[src/rtl/alu_cond_resolve_pkg.sv]
// Shared definitions for the EX/MEM condition resolver: condition-code
// encodings, redirect FSM states and small decode helpers.
package alu_cond_resolve_pkg;

  localparam int unsigned COND_OP_W = 4;
  localparam int unsigned FLAGS_W   = 4;

  typedef enum logic [COND_OP_W-1:0] {
    COND_NONE = 4'd0,
    COND_SEQ  = 4'd1,
    COND_SLT  = 4'd2,
    COND_SLE  = 4'd3,
    COND_SCO  = 4'd4,
    COND_BEQZ = 4'd8,
    COND_BNEZ = 4'd9,
    COND_BLTZ = 4'd10,
    COND_BGEZ = 4'd11
  } cond_op_e;

  typedef enum logic {
    ST_IDLE = 1'b0,
    ST_PEND = 1'b1
  } state_e;

  // Branch opcodes occupy 8..11, i.e. the top two bits are 2'b10.
  function automatic logic is_branch_op(input logic [COND_OP_W-1:0] op);
    return (op[3:2] == 2'b10);
  endfunction

endpackage

[src/rtl/alu_cond_resolve_cond_eval.sv]
// Combinational condition evaluator: turns the ALU result and flags into a
// set-on-condition value or a branch-taken decision.
module cond_eval
  import alu_cond_resolve_pkg::*;
#(
  parameter int unsigned DATA_WIDTH = 16
) (
  input  logic [COND_OP_W-1:0]  cond_op,
  input  logic [DATA_WIDTH-1:0] alu_out,
  input  logic                  zf,
  input  logic                  sf,
  input  logic                  of,
  input  logic                  cf,
  output logic [DATA_WIDTH-1:0] result,
  output logic                  taken,
  output logic                  is_branch
);

  // Decode the condition; unlisted encodings behave like NONE (pass-through).
  always_comb begin
    result    = '0;
    taken     = 1'b0;
    is_branch = is_branch_op(cond_op);
    case (cond_op_e'(cond_op))
      COND_NONE: result = alu_out;
      COND_SEQ:  result[0] = zf;
      COND_SLT:  result[0] = sf ^ of;
      COND_SLE:  result[0] = (sf ^ of) | zf;
      COND_SCO:  result[0] = cf;
      COND_BEQZ: taken = zf;
      COND_BNEZ: taken = ~zf;
      COND_BLTZ: taken = sf;
      COND_BGEZ: taken = ~sf;
      default:   result = alu_out;
    endcase
  end

endmodule

[src/rtl/alu_cond_resolve.sv]
// EX/MEM condition resolver: registers set-on-condition results and branch
// outcomes, and holds a redirect request to fetch until acknowledged.
module alu_cond_resolve
  import alu_cond_resolve_pkg::*;
#(
  parameter int unsigned DATA_WIDTH = 16,
  parameter int unsigned REG_ADDR_W = 3
) (
  input  logic                  clk,
  input  logic                  rst,
  input  logic                  in_valid,
  output logic                  in_ready,
  input  logic                  stall,
  input  logic                  flush,
  input  logic [COND_OP_W-1:0]  cond_op,
  input  logic [DATA_WIDTH-1:0] alu_out,
  input  logic                  zf,
  input  logic                  sf,
  input  logic                  of,
  input  logic                  cf,
  input  logic [DATA_WIDTH-1:0] br_target,
  input  logic                  wr_en_in,
  input  logic [REG_ADDR_W-1:0] wr_reg_in,
  output logic                  out_valid,
  output logic [DATA_WIDTH-1:0] result,
  output logic                  wr_en,
  output logic [REG_ADDR_W-1:0] wr_reg,
  output logic [FLAGS_W-1:0]    flags_q,
  output logic                  redirect_valid,
  output logic [DATA_WIDTH-1:0] redirect_pc,
  input  logic                  redirect_ack
);

  state_e                  state_q, state_d;
  logic                    out_valid_q, out_valid_d;
  logic [DATA_WIDTH-1:0]   result_q, result_d;
  logic                    wr_en_q, wr_en_d;
  logic [REG_ADDR_W-1:0]   wr_reg_q, wr_reg_d;
  logic [FLAGS_W-1:0]      flag_bits_q, flag_bits_d;
  logic [DATA_WIDTH-1:0]   redirect_pc_q, redirect_pc_d;

  logic [DATA_WIDTH-1:0]   ev_result;
  logic                    ev_taken;
  logic                    ev_is_branch;
  logic                    accept;

  cond_eval #(
    .DATA_WIDTH (DATA_WIDTH)
  ) u_cond_eval (
    .cond_op   (cond_op),
    .alu_out   (alu_out),
    .zf        (zf),
    .sf        (sf),
    .of        (of),
    .cf        (cf),
    .result    (ev_result),
    .taken     (ev_taken),
    .is_branch (ev_is_branch)
  );

  // Handshake: accept only when idle, unstalled, out of reset and not flushed.
  always_comb begin
    in_ready = (state_q == ST_IDLE) && !stall && !rst;
    accept   = in_valid && in_ready && !flush;
  end

  // Next-state for the EX/MEM registers and the redirect FSM.
  always_comb begin
    state_d       = state_q;
    out_valid_d   = out_valid_q;
    result_d      = result_q;
    wr_en_d       = wr_en_q;
    wr_reg_d      = wr_reg_q;
    flag_bits_d   = flag_bits_q;
    redirect_pc_d = redirect_pc_q;

    // Flush overrides stall; stall otherwise freezes the whole entry.
    if (flush) begin
      out_valid_d = 1'b0;
    end else if (!stall) begin
      if (accept) begin
        out_valid_d = 1'b1;
        result_d    = ev_result;
        wr_en_d     = wr_en_in && !ev_is_branch;
        wr_reg_d    = wr_reg_in;
        flag_bits_d = {zf, sf, of, cf};
      end else begin
        out_valid_d = 1'b0;
      end
    end

    case (state_q)
      ST_IDLE: begin
        if (accept && ev_is_branch && ev_taken) begin
          state_d       = ST_PEND;
          redirect_pc_d = br_target;
        end
      end
      ST_PEND: begin
        if (flush || redirect_ack) begin
          state_d = ST_IDLE;
        end
      end
      default: state_d = ST_IDLE;
    endcase
  end

  // Register update with synchronous active-high reset.
  always_ff @(posedge clk) begin
    if (rst) begin
      state_q       <= ST_IDLE;
      out_valid_q   <= 1'b0;
      result_q      <= '0;
      wr_en_q       <= 1'b0;
      wr_reg_q      <= '0;
      flag_bits_q   <= '0;
      redirect_pc_q <= '0;
    end else begin
      state_q       <= state_d;
      out_valid_q   <= out_valid_d;
      result_q      <= result_d;
      wr_en_q       <= wr_en_d;
      wr_reg_q      <= wr_reg_d;
      flag_bits_q   <= flag_bits_d;
      redirect_pc_q <= redirect_pc_d;
    end
  end

  assign out_valid      = out_valid_q;
  assign result         = result_q;
  assign wr_en          = wr_en_q && out_valid_q;
  assign wr_reg         = wr_reg_q;
  assign flags_q        = flag_bits_q;
  assign redirect_valid = (state_q == ST_PEND);
  assign redirect_pc    = redirect_pc_q;

endmodule

[config.mk]
export PLATFORM = sky130hd
export DESIGN_NAME = alu_cond_resolve
export DESIGN_NICKNAME = d
export VERILOG_FILES = /design/src/rtl/alu_cond_resolve_pkg.sv /design/src/rtl/alu_cond_resolve_cond_eval.sv /design/src/rtl/alu_cond_resolve.sv
export SDC_FILE = /design/constraint.sdc
export NUM_CORES = 1
export LEC_CHECK = 0
export CAP_MARGIN = 20
export CORE_MARGIN = 3
export CORE_UTILIZATION = 40
export DETAILED_ROUTE_END_ITERATION = 6
export GPL_TIMING_DRIVEN = 0
export PLACE_DENSITY_LB_ADDON = 0.3
export SYNTH_ARGS = -nofsm -noshare
export SYNTH_HDL_FRONTEND = slang
export SYNTH_HIERARCHICAL = 1
export SYNTH_SLANG_ARGS = --single-unit
[constraint.sdc]
create_clock -name clk -period 2.04 [get_ports clk]
set_clock_uncertainty 0.05 [all_clocks]
set_input_delay 0.306 -clock clk [delete_from_list [all_inputs] [get_ports clk]]
set_output_delay 0.306 -clock clk [all_outputs]
set_load 0.05 [all_outputs]
==> out/results.md, run 1 <==
| Step | Item | This run |
|---|---|---|
| critical path | CP Launch Type | primary input |
| power | Part of the total power dissipated in the clock network | 0.373 |
| global route | Grt met3 use | 0.04005 |
| synthesis | Top cells by area in the synthesized netlist | sky130_fd_sc_hd__dfxtp_1 45%, sky130_fd_sc_hd__a21oi_1 11%, sky130_fd_sc_hd__o21ai_0 11% |
| global route | Vias in the first global route | 1783 |
| power | Switching share of power | 0.2343 |
| cts | TritonCTS Buffers | 5 |
| synthesis | Number of synthesized register bits | 42 |
| cts | Clock insertion delay at the later pin of the skew report | 0.29 ns |
| detailed routing | Number of remaining DRC errors | 0 |
| sta | Final Max Slew Viols | 0 |
| placement | Detailed Place HPWL | 4.039 mm |
| synthesis | Share of Yosys cell area claimed by the top area cell type | 0.4465 |
| sta | Actual transition at the worst max-transition pin | 0.5121 ns |
| detailed routing | Number of optimization iterations in the first detailed-route pass | 4 |
| synthesis | Synth unique cells | 27 |
| global route | Pin count of the biggest net entering global routing | 18 |
| power | Net switching power of the design | 0.4182 mW |
| power | Cell Pwr Density | 600.0 nW/um^2 |
| critical path | Classification of the worst setup path | primary input to primary output |
| status | Status | finished, final reports clean |
| detailed routing | Number of nets still failing antenna checks after routing | 0 |
| synthesis | Mean area per synthesized cell | 8.332 um^2 |
| global route | Met2 capacity usage during global routing | 0.3112 |
| finish | Commonest cells after routing, fill and taps aside | 90 x sky130_fd_sc_hd__clkdlybuf4s50_1, 42 x sky130_fd_sc_hd__dfxtp_1, 41 x sky130_fd_sc_hd__o21ai_0, 41 x sky130_fd_sc_hd__a21oi_1, 39 x sky130_fd_sc_hd__nand3_1 |
| critical path | Crit path max fanout | 10 |
| power | Cell-internal power | 1.367 mW |
| global route | Routing layer with the top usage in global route | met2 |
| detailed routing | Wire length after detailed routing | 5.474 mm |
| critical path | WP data required | 1.68 ns |
| min path | Kind of path behind the tightest hold check | primary input to flop |
| die | Rows | 24 |
| sta | Slew Limit Headroom | 0.6561 |
| global route | Global-route congestion overflow total | 0 |
| finish | Area added between synthesis and finish | 58.01% |
| detailed routing | Routed length per placed instance | 14.56 um |
| placement | Port-buffer cells | 91 |
| synthesis | Sequential area share after synthesis | 0.4465 |
| finish | Antenna cell count | 0 |
| detailed routing | Vias/cell | 5.250 |
| global route | First-pass GRT wire length | 8.576 mm |
| sta | Unrepaired setup endpoints after global routing | no |
| finish | Final std cell area, no fill | 2975 um^2 |
| power | Power after layout | 1.785 mW |
| finish | Most common cell after layout, fill and taps aside | sky130_fd_sc_hd__clkdlybuf4s50_1 |
| critical path | Max stage delay on crit path | 0.44 ns |
| cts | TritonCTS clock tree | done |
| detailed routing | Overall via count from detail_route | 1974 |
| critical path | Crit. End Element | primary output |
| power | Share of total power in combinational logic | 0.161 |
| placement | Instance area at placement | 2859 um^2 |
| die | Count of pins on the block boundary | 93 |
| synthesis | Combined area of all synthesized cells | 1883 um^2 |
| global route | GRT Resource Usage Total | 0.1953 |
| finish | Count of nets after finishing | 374 |
| critical path | Arrival @ worst endpoint | 1.63 ns |
| power | Sequential fraction of design power | 0.466 |
| synthesis | Synthesized Nets | 276 |
| sta | Count of final hold-check violations | 0 |
| cts | Hold bufs inserted after CTS | 0 |
| die | Initial Util | 0.4237 |
| power | Cell leakage power | 1.018 nW |
| flow run | MaxCap Viol Count | 0 |
| placement | Routability cong. | 0.7317 |
| finish | Ratio of cells with drive above 1 in the final layout | 0.1173 |
| sta | Time the worst path needs with I/O delays and setup | 1.986 ns |
| die | Area of the die | 5567 um^2 |
| die | Die X | 74.61 um |
| cts | Clock Path Buffers | 2 |
| synthesis | Number of warning messages in the yosys log | 6 |
| global route | Number of antenna violations at the first check in global routing | 0 |
| sta | Min Hold Slack | 0.2195 ns |
| detailed routing | Number of violations reported at the end of detailed-routing iteration 0 | 56 |
| sta | Ratio of final minimum period to clock period | 0.9738 |
| cts | Clock Sinks | 42 |
| synthesis | Number of standard cells after synthesis | 226 |
| critical path | Slowest library cell on the worst path | sky130_fd_sc_hd__clkdlybuf4s50_1 |
| cts | Clock Pin Slew Worst Setup and Hold Paths | 0.08 ns |
| synthesis | Post-synth top area cell | sky130_fd_sc_hd__dfxtp_1 |
| sta | Total of endpoints with negative setup slack in the final report | 0 |
| global route | GRT met1 Usage | 0.2703 |
| cts | H-Tree Depth | 2 |
| sta | Max Freq | 503.4 MHz |
| cts | Cell at the root of the clock tree | sky130_fd_sc_hd__clkbuf_8 |
| die | Area of the placeable core | 4444 um^2 |
| die | Height of the chip | 74.61 um |
| finish | Post-route core utilization | 0.6695 |
| power | Maximum vdd drop | 0.3862 mV |
| critical path | Sequence of cells on the critical path | clkdlybuf4s50_1, or3_4, clkinv_4, buf_6, buf_4 |
[worst max-delay path: cells and delay by family]
| kind | cells | cell delay [ns] |
|---|---|---|
| buffers and inverters | 4 | 0.88 |
| and+or+nand+nor | 1 | 0.44 |
[Yosys cell counts]
cell                       instances
sky130_fd_sc_hd__dfxtp_1          42
sky130_fd_sc_hd__a21oi_1          41
sky130_fd_sc_hd__o21ai_0          41
sky130_fd_sc_hd__nand3_1          39
sky130_fd_sc_hd__nor2b_1           8
sky130_fd_sc_hd__buf_2             7
sky130_fd_sc_hd__and2b_2           5
sky130_fd_sc_hd__buf_6             5
sky130_fd_sc_hd__clkbuf_1          5
sky130_fd_sc_hd__clkbuf_2          5
sky130_fd_sc_hd__nand2_1           4
sky130_fd_sc_hd__nor2b_2           4
sky130_fd_sc_hd__nor2_1            3
sky130_fd_sc_hd__and2_1            2
sky130_fd_sc_hd__nand4b_1          2
sky130_fd_sc_hd__xnor2_1           2
sky130_fd_sc_hd__a221o_1           1
sky130_fd_sc_hd__a221oi_1          1
sky130_fd_sc_hd__a22oi_1           1
sky130_fd_sc_hd__and4b_1           1
sky130_fd_sc_hd__clkinv_4          1
sky130_fd_sc_hd__mux2i_1           1
sky130_fd_sc_hd__nand2b_1          1
sky130_fd_sc_hd__nand3b_1          1
sky130_fd_sc_hd__nor3_2            1
sky130_fd_sc_hd__or3_4             1
sky130_fd_sc_hd__xor2_1            1
[per-layer routing]
layer  part of all wire  vias up
li1                   -      994
met1               0.44      916
met2               0.49       60
met3              0.063        4
met4             0.0077        0
met5                  0        -
[kinds of logic after synthesis]
| family | after synthesis | synth area share |
|---|---|---|
| XOR/XNOR | 3 | 0.01396 |
| AO/OA/AOI/OAI | 85 | 0.2319 |
| multiplexers | 1 | 0.005316 |
| flip-flops | 42 | 0.4465 |
| buffers and inverters | 23 | 0.07641 |
| AND/OR/NAND/NOR | 72 | 0.2259 |
[area by class of cell]
class | instances | area [um^2]
Inverter | 1 | 8.758
Fill cell | 403 | 1469
Tap cell | 52 | 65.06
Multi-Input combinational cell | 161 | 898.4
Timing Repair Buffer | 92 | 915.9
Clock buffer | 6 | 82.58
Clock inverter | 1 | 30.03
Buffer | 21 | 133.9
Sequential cell | 42 | 840.8
[power by group through the flow]
stage	registers (mW)	logic (mW)	clock network [mW]
final	0.831	0.288	0.666
after detailed placement	0.851	0.288	0
after global placement	0.850	0.286	0
after floorplan	0.878	0.113	0
after global routing	0.832	0.309	0.717
after CTS	0.831	0.289	0.679
[per-stage QoR]
step / setup WS (ns) / setup TNS (ns) / std cells
floorplan: 0.4751 / 0 / 226
global placement: -0.5241 / -4.920 / 369
detailed placement: -0.5371 / -4.961 / 369
CTS: 0.06188 / 0 / 376
global route: 0.02305 / 0 / 376
finish: 0.05354 / 0 / 376
[path summary, 6_finish.rpt]
| path | startpoint | end | slack, ns | cells past startpoint |
|---|---|---|---|---|
| worst max-delay path | stall | in_ready | 0.05 | 5 |
| worst min-delay path | rst | redirect_pc[14]$_SDFFE_PP0P_ | 0.22 | 2 |
| worst max register to register | redirect_valid$_SDFF_PP0_ | wr_en_q$_SDFFE_PP0P_ | 0.59 | 4 |
| worst min register to register | result[1]$_SDFFE_PP0P_ | result[1]$_SDFFE_PP0P_ | 0.43 | 2 |
[what timing repair did]
action | 4_1_cts | 5_1_grt
setup buffers | 1 | 0
endpoints found under the setup margin | 11 | 10
resized for setup | 7 | 1
pin swaps | 0 | 0
cloned | 0 | 0
Power figures use the tool's default switching activity.
==> run 2: changes to the inputs <==
--- a/config.mk
+++ b/config.mk
@@ -7,7 +7,7 @@
 export LEC_CHECK = 0
 export CAP_MARGIN = 20
 export CORE_MARGIN = 3
-export CORE_UTILIZATION = 40
+export CORE_UTILIZATION = 43
 export DETAILED_ROUTE_END_ITERATION = 6
 export GPL_TIMING_DRIVEN = 0
 export PLACE_DENSITY_LB_ADDON = 0.3
==> constraint.sdc (replaced) <==
create_clock -name clk -period 2.6 [get_ports clk]
set_clock_uncertainty 0.05 [all_clocks]
set_input_delay 0.39 -clock clk [delete_from_list [all_inputs] [get_ports clk]]
set_output_delay 0.39 -clock clk [all_outputs]
set_load 0.05 [all_outputs]
==> run 2 against run 1 <==
Compared with the run above: combinational power is 21% lower; first-iteration DRC count up 54%; global-route usage increased by 2.1 points; critical path type unchanged; critical endpoint unchanged; largest power group unchanged.
==> out/results.md, run 2 (synthesis results as in run 1) <==
| Step | Item | This run |
|---|---|---|
| status | Status | finished, final reports clean |
| finish | Most common cell after layout, fill and taps aside | sky130_fd_sc_hd__clkdlybuf4s50_1 |
| detailed routing | Number of remaining DRC errors | 0 |
| critical path | Slowest library cell on the worst path | sky130_fd_sc_hd__dlygate4sd2_1 |
| critical path | FF-to-FF End | redirect_pc[2]$_SDFFE_PP0P_ |
| flow run | MaxCap Viol Count | 0 |
| cts | Hold bufs inserted after CTS | 0 |
| cts | Clock Sinks | 42 |
| detailed routing | Wire length after detailed routing | 5.741 mm |
| sta | Max Freq | 400.4 MHz |
| sta | Slew Limit Headroom | 0.6361 |
| finish | Post-route core utilization | 0.7212 |
| placement | Detailed Place HPWL | 4.136 mm |
| die | Rows | 23 |
| critical path | Crit. End Element | primary output |
| finish | Ratio of cells with drive above 1 in the final layout | 0.1111 |
| critical path | Classification of the worst setup path | primary input to primary output |
| finish | Count of nets after finishing | 374 |
| detailed routing | Number of optimization iterations in the first detailed-route pass | 4 |
| cts | TritonCTS Buffers | 5 |
| critical path | CP Launch Type | primary input |
| cts | Cell at the root of the clock tree | sky130_fd_sc_hd__clkbuf_8 |
| critical path | Worst reg-to-reg path cell count | 4 |
| finish | Final instance count without filler cells | 374 |
| global route | Global-route congestion overflow total | 0 |
| placement | Routability cong. | 0.8026 |
| critical path | Reg2Reg Launch Point | redirect_valid$_SDFF_PP0_ |
| cts | TritonCTS clock tree | done |
| global route | Pin count of the biggest net entering global routing | 13 |
| detailed routing | Number of nets still failing antenna checks after routing | 0 |
| finish | Final std cell area, no fill | 2968 um^2 |
| finish | Commonest cells after routing, fill and taps aside | 90 x sky130_fd_sc_hd__clkdlybuf4s50_1, 42 x sky130_fd_sc_hd__dfxtp_1, 41 x sky130_fd_sc_hd__o21ai_0, 41 x sky130_fd_sc_hd__a21oi_1, 39 x sky130_fd_sc_hd__nand3_1 |
| critical path | Sum of buffers and inverters on the critical path | 4 |
| placement | Port-buffer cells | 91 |
| die | Area of the die | 5209 um^2 |
| power | Power after layout | 1.404 mW |
| sta | Time the worst path needs with I/O delays and setup | 2.497 ns |
| cts | Clock insertion delay at the later pin of the skew report | 0.29 ns |
| cts | Clock Path Buffers | 2 |
| sta | Actual transition at the worst max-transition pin | 0.5420 ns |
| global route | First-pass GRT wire length | 8.935 mm |
| critical path | Arrival @ worst endpoint | 2.06 ns |
| finish | Number of filler cells placed in the layout | 339 |
| global route | Vias in the first global route | 1932 |
| min path | Number of cells on the worst hold path | 2 |
| sta | Ratio of final minimum period to clock period | 0.9605 |
| sta | Count of final hold-check violations | 0 |
| die | Die X | 72.18 um |
| cts | H-Tree Depth | 2 |
| critical path | WP data required | 2.16 ns |
| cts | Clock Pin Slew Worst Setup and Hold Paths | 0.08 ns |
| die | Area of the placeable core | 4115 um^2 |
| cts | Number of gates resized after CTS | 1 |
| finish | Area added between synthesis and finish | 57.61% |
| sta | Unrepaired setup endpoints after global routing | no |
| detailed routing | Vias/cell | 5.388 |
| cts | Post-CTS setup-driven buffer insertion count | 0 |
| die | Count of pins on the block boundary | 93 |
| placement | Instance area at placement | 2856 um^2 |
| power | Maximum vdd drop | 0.4245 mV |
| detailed routing | Number of violations reported at the end of detailed-routing iteration 0 | 86 |
| min path | Hold_sp | rst |
| sta | Total of endpoints with negative setup slack in the final report | 0 |
| critical path | Max stage delay on crit path | 0.53 ns |
| critical path | Sequence of cells on the critical path | clkdlybuf4s50_1, or3_4, clkinv_4, buf_6, dlygate4sd2_1 |
| global route | Number of antenna violations at the first check in global routing | 0 |
| die | Height of the chip | 72.18 um |
| detailed routing | Overall via count from detail_route | 2015 |
| die | Initial Util | 0.4576 |
| critical path | Family with the most delay on the worst path | buffers and inverters |
| detailed routing | Routed length per placed instance | 15.35 um |
| min path | Kind of path behind the tightest hold check | primary input to flop |
| finish | Antenna cell count | 0 |
| critical path | Register-to-register setup slack | 1.10 ns |
| global route | GRT Resource Usage Total | 0.2168 |
| min path | Sink of the worst hold path | redirect_pc[14]$_SDFFE_PP0P_ |
| critical path | Crit path max fanout | 10 |
| placement | Instance count after placement with tap cells included | 367 |
| power | Cell Pwr Density | 473.0 nW/um^2 |
| sta | Final Max Slew Viols | 0 |
| power | Cell leakage power | 1.019 nW |
[run 2: final cells by class]
cell class,instances,area [um^2],share of cell area
timing repair buffer,91,909.6,0.3065
multi-input combinational,161,898.4,0.3027
sequential,42,840.8,0.2833
buffer,22,135.1,0.04553
clock buffer,6,82.58,0.02782
tap,50,62.56,0.02108
clock inverter,1,30.03,0.01012
inverter,1,8.758,0.002951
[run 2: metrics by stage]
stage          hold WS [ns]  setup TNS [ns]  setup WS (ns)
2_1_floorplan        0.3989               0         0.9511
3_3_place_gp         0.4096         -0.1314        -0.1314
3_5_place_dp         0.4182         -0.1417        -0.1417
4_1_cts              0.3013               0         0.1033
5_1_grt              0.2954               0        0.07559
6_report             0.3065               0         0.1027
[run 2: worst max path at each step]
stage | start | end | depth (start not counted)
CTS | stall | in_ready | 5
floorplan | cond_op[1] | redirect_pc[10]$_SDFFE_PP0P_ | 8
global placement | stall | in_ready | 5
detailed placement | stall | in_ready | 5
global route | stall | in_ready | 5
finish | stall | in_ready | 5
[run 2: power breakdown]
part	switching [mW]	internal, mW
Clock	0.216	0.307
Combinational	0.112	0.116
Sequential	0.00327	0.649
[run 2: per-layer routing]
metal | global-route usage | part of all wire
met5 | 0 | 0
met3 | 0.05956 | 0.077
met4 | 0.05010 | 0.0084
met1 | 0.2662 | 0.42
met2 | 0.3761 | 0.50
==> run 3: changes to the inputs <==
--- a/config.mk
+++ b/config.mk
@@ -6,11 +6,13 @@
 export NUM_CORES = 1
 export LEC_CHECK = 0
 export CAP_MARGIN = 20
+export CORE_ASPECT_RATIO = 2
 export CORE_MARGIN = 3
 export CORE_UTILIZATION = 43
 export DETAILED_ROUTE_END_ITERATION = 6
 export GPL_TIMING_DRIVEN = 0
 export PLACE_DENSITY_LB_ADDON = 0.3
+export RECOVER_POWER = 25
 export SYNTH_ARGS = -nofsm -noshare
 export SYNTH_HDL_FRONTEND = slang
 export SYNTH_HIERARCHICAL = 1
==> run 3 against run 2 <==
Compared with the run above: clock-buffer cell count is the same; sequential cell count stayed put; critical path type unchanged; sequential share of layout area increased by 0.18 points; core utilization is 1.4 points lower; highest routed layer unchanged; non-clock buffer count unchanged; setup slack better by 0.019 ns; design area decreased by 0.63%; combinational power is 2% lower.
==> out/results.md, run 3 (synthesis results as in run 1) <==
| Step | Item | This run |
|---|---|---|
| cts | Clock insertion delay at the later pin of the skew report | 0.29 ns |
| critical path | CP Launch Type | primary input |
| power | Cell Pwr Density | 445.9 nW/um^2 |
| global route | First-pass GRT wire length | 8.625 mm |
| sta | Count of final hold-check violations | 0 |
| cts | Cell at the root of the clock tree | sky130_fd_sc_hd__clkbuf_8 |
| power | Cell leakage power | 0.9996 nW |
| status | Status | finished, final reports clean |
| cts | Clock Path Buffers | 2 |
| sta | Total of endpoints with negative setup slack in the final report | 0 |
| detailed routing | Overall via count from detail_route | 2004 |
| placement | Routability cong. | 0.7441 |
| global route | Pin count of the biggest net entering global routing | 14 |
| placement | Instance count after placement with tap cells included | 369 |
| critical path | Sum of buffers and inverters on the critical path | 4 |
| placement | Detailed Place HPWL | 4.139 mm |
| finish | Area added between synthesis and finish | 56.61% |
| critical path | Crit path max fanout | 10 |
| finish | Post-route core utilization | 0.7072 |
| cts | TritonCTS Buffers | 5 |
| global route | GRT met1 Usage | 0.2356 |
| finish | Commonest cells after routing, fill and taps aside | 89 x sky130_fd_sc_hd__clkdlybuf4s50_1, 42 x sky130_fd_sc_hd__dfxtp_1, 41 x sky130_fd_sc_hd__o21ai_0, 41 x sky130_fd_sc_hd__a21oi_1, 39 x sky130_fd_sc_hd__nand3_1 |
| finish | Ratio of cells with drive above 1 in the final layout | 0.1046 |
| power | Power after layout | 1.315 mW |
| power | Maximum vdd drop | 0.3559 mV |
| critical path | Max stage delay on crit path | 0.53 ns |
| finish | Count of nets after finishing | 374 |
| finish | Most common cell after layout, fill and taps aside | sky130_fd_sc_hd__clkdlybuf4s50_1 |
| sta | Max Freq | 403.5 MHz |
| sta | Final Max Slew Viols | 0 |
| detailed routing | Vias/cell | 5.316 |
| finish | Final instance count without filler cells | 377 |
| sta | Min Hold Slack | 0.2891 ns |
| critical path | Crit. End Element | primary output |
| detailed routing | Number of optimization iterations in the first detailed-route pass | 4 |
| critical path | WP data required | 2.16 ns |
| finish | Antenna cell count | 0 |
| sta | Unrepaired setup endpoints after global routing | no |
| sta | Actual transition at the worst max-transition pin | 0.5229 ns |
| die | Area of the die | 5258 um^2 |
| global route | Routing layer with the top usage in global route | met2 |
| sta | Fin worst setup slack | 0.1216 ns |
| placement | Port-buffer cells | 91 |
| die | Count of pins on the block boundary | 93 |
| cts | Clock Sinks | 42 |
| global route | GRT Resource Usage Total | 0.2145 |
| die | Rows | 33 |
| global route | Global-route congestion overflow total | 0 |
| die | Die X | 52.80 um |
| global route | Vias in the first global route | 1875 |
| placement | Worst setup slack after placement | -0.1437 ns |
| sta | Slew Limit Headroom | 0.6503 |
| flow run | MaxCap Viol Count | 0 |
| die | Initial Util | 0.4515 |
| detailed routing | Number of nets still failing antenna checks after routing | 0 |
| sta | Time the worst path needs with I/O delays and setup | 2.478 ns |
| sta | Ratio of final minimum period to clock period | 0.9532 |
| cts | H-Tree Depth | 2 |
| die | Area of the placeable core | 4170 um^2 |
| min path | Kind of path behind the tightest hold check | primary input to flop |
| global route | Grt met3 use | 0.04048 |
| critical path | Family with the most delay on the worst path | buffers and inverters |
| detailed routing | Number of remaining DRC errors | 0 |
| cts | TritonCTS clock tree | done |
| global route | Met2 capacity usage during global routing | 0.3889 |
| detailed routing | Routed length per placed instance | 14.52 um |
| cts | Clock Pin Slew Worst Setup and Hold Paths | 0.08 ns |
| die | Height of the chip | 99.59 um |
| global route | Number of antenna violations at the first check in global routing | 0 |
| detailed routing | Number of violations reported at the end of detailed-routing iteration 0 | 43 |
| critical path | Arrival @ worst endpoint | 2.04 ns |
| critical path | Sequence of cells on the critical path | clkdlybuf4s50_1, or3_4, clkinv_4, buf_6, dlygate4sd2_1 |
| critical path | Slowest library cell on the worst path | sky130_fd_sc_hd__dlygate4sd2_1 |
| critical path | Classification of the worst setup path | primary input to primary output |
| detailed routing | Wire length after detailed routing | 5.474 mm |
run 3: cell types whose count changed in the layout (fill, tap and decap cells not counted):
cell	change
sky130_fd_sc_hd__clkinv_2	+1
sky130_fd_sc_hd__bufinv_16	-1
sky130_fd_sc_hd__clkbuf_2	-1
sky130_fd_sc_hd__clkbuf_1	+3
sky130_fd_sc_hd__buf_2	-2
sky130_fd_sc_hd__clkinvlp_4	+1
sky130_fd_sc_hd__dlygate4sd3_1	+1
sky130_fd_sc_hd__clkdlybuf4s50_1	-1
run 3: report_power, final:
part           switching [mW]  total, mW  leakage [nW]  internal (mW)
registers             0.00324      0.652         0.339          0.649
logic                   0.110      0.224         0.614          0.115
clock network           0.225      0.438        0.0472          0.213
run 3: final timing paths:
path         slack (ns)                        start  depth (start not counted)                      endpoint
max                0.12                        stall                          5                      in_ready
min                0.29                          rst                          2  redirect_pc[14]$_SDFFE_PP0P_
max reg2reg        1.13    redirect_valid$_SDFF_PP0_                          4       flags_q[1]$_SDFFE_PP0P_
min reg2reg        0.43  redirect_pc[5]$_SDFFE_PP0P_                          2   redirect_pc[5]$_SDFFE_PP0P_
run 3: routing by layer:
| layer | wire (um) | vias up |
|---|---|---|
| li1 | - | 997 |
| met1 | 2035 | 937 |
| met2 | 3074 | 68 |
| met3 | 325 | 2 |
| met4 | 38 | 0 |
| met5 | 0 | - |
run 3: final cells by class:
class | instances | area (um^2)
flip-flops and latches | 42 | 840.8
inverters | 1 | 8.758
well taps | 52 | 65.06
multi-input cells | 161 | 898.4
clock inverters | 2 | 12.51
clock buffers | 6 | 82.58
plain buffers | 22 | 131.4
repair buffers | 91 | 909.6
fillers | 349 | 1221
run 3: stage by stage:
step | instance area, um^2 | setup TNS (ns)
2_1_floorplan | 1883 | 0
3_3_place_gp | 2859 | -0.1405
3_5_place_dp | 2859 | -0.1437
4_1_cts | 2953 | 0
5_1_grt | 2949 | 0
6_report | 2949 | 0
run 3: worst register-to-register path: cells and delay by family (launching register included):
family / cells / cell delay [ns]
DFF: 1 / 0.34
buffers and inverters: 1 / 0.24
and+or+nand+nor: 1 / 0.41
AOI/OAI and AO/OA: 2 / 0.32
run 3: timing repair:
action,4_1_cts,5_1_grt
buffers inserted,0,0
resized for setup,1,0
hold buffers,0,0
endpoints found under the setup margin,1,0
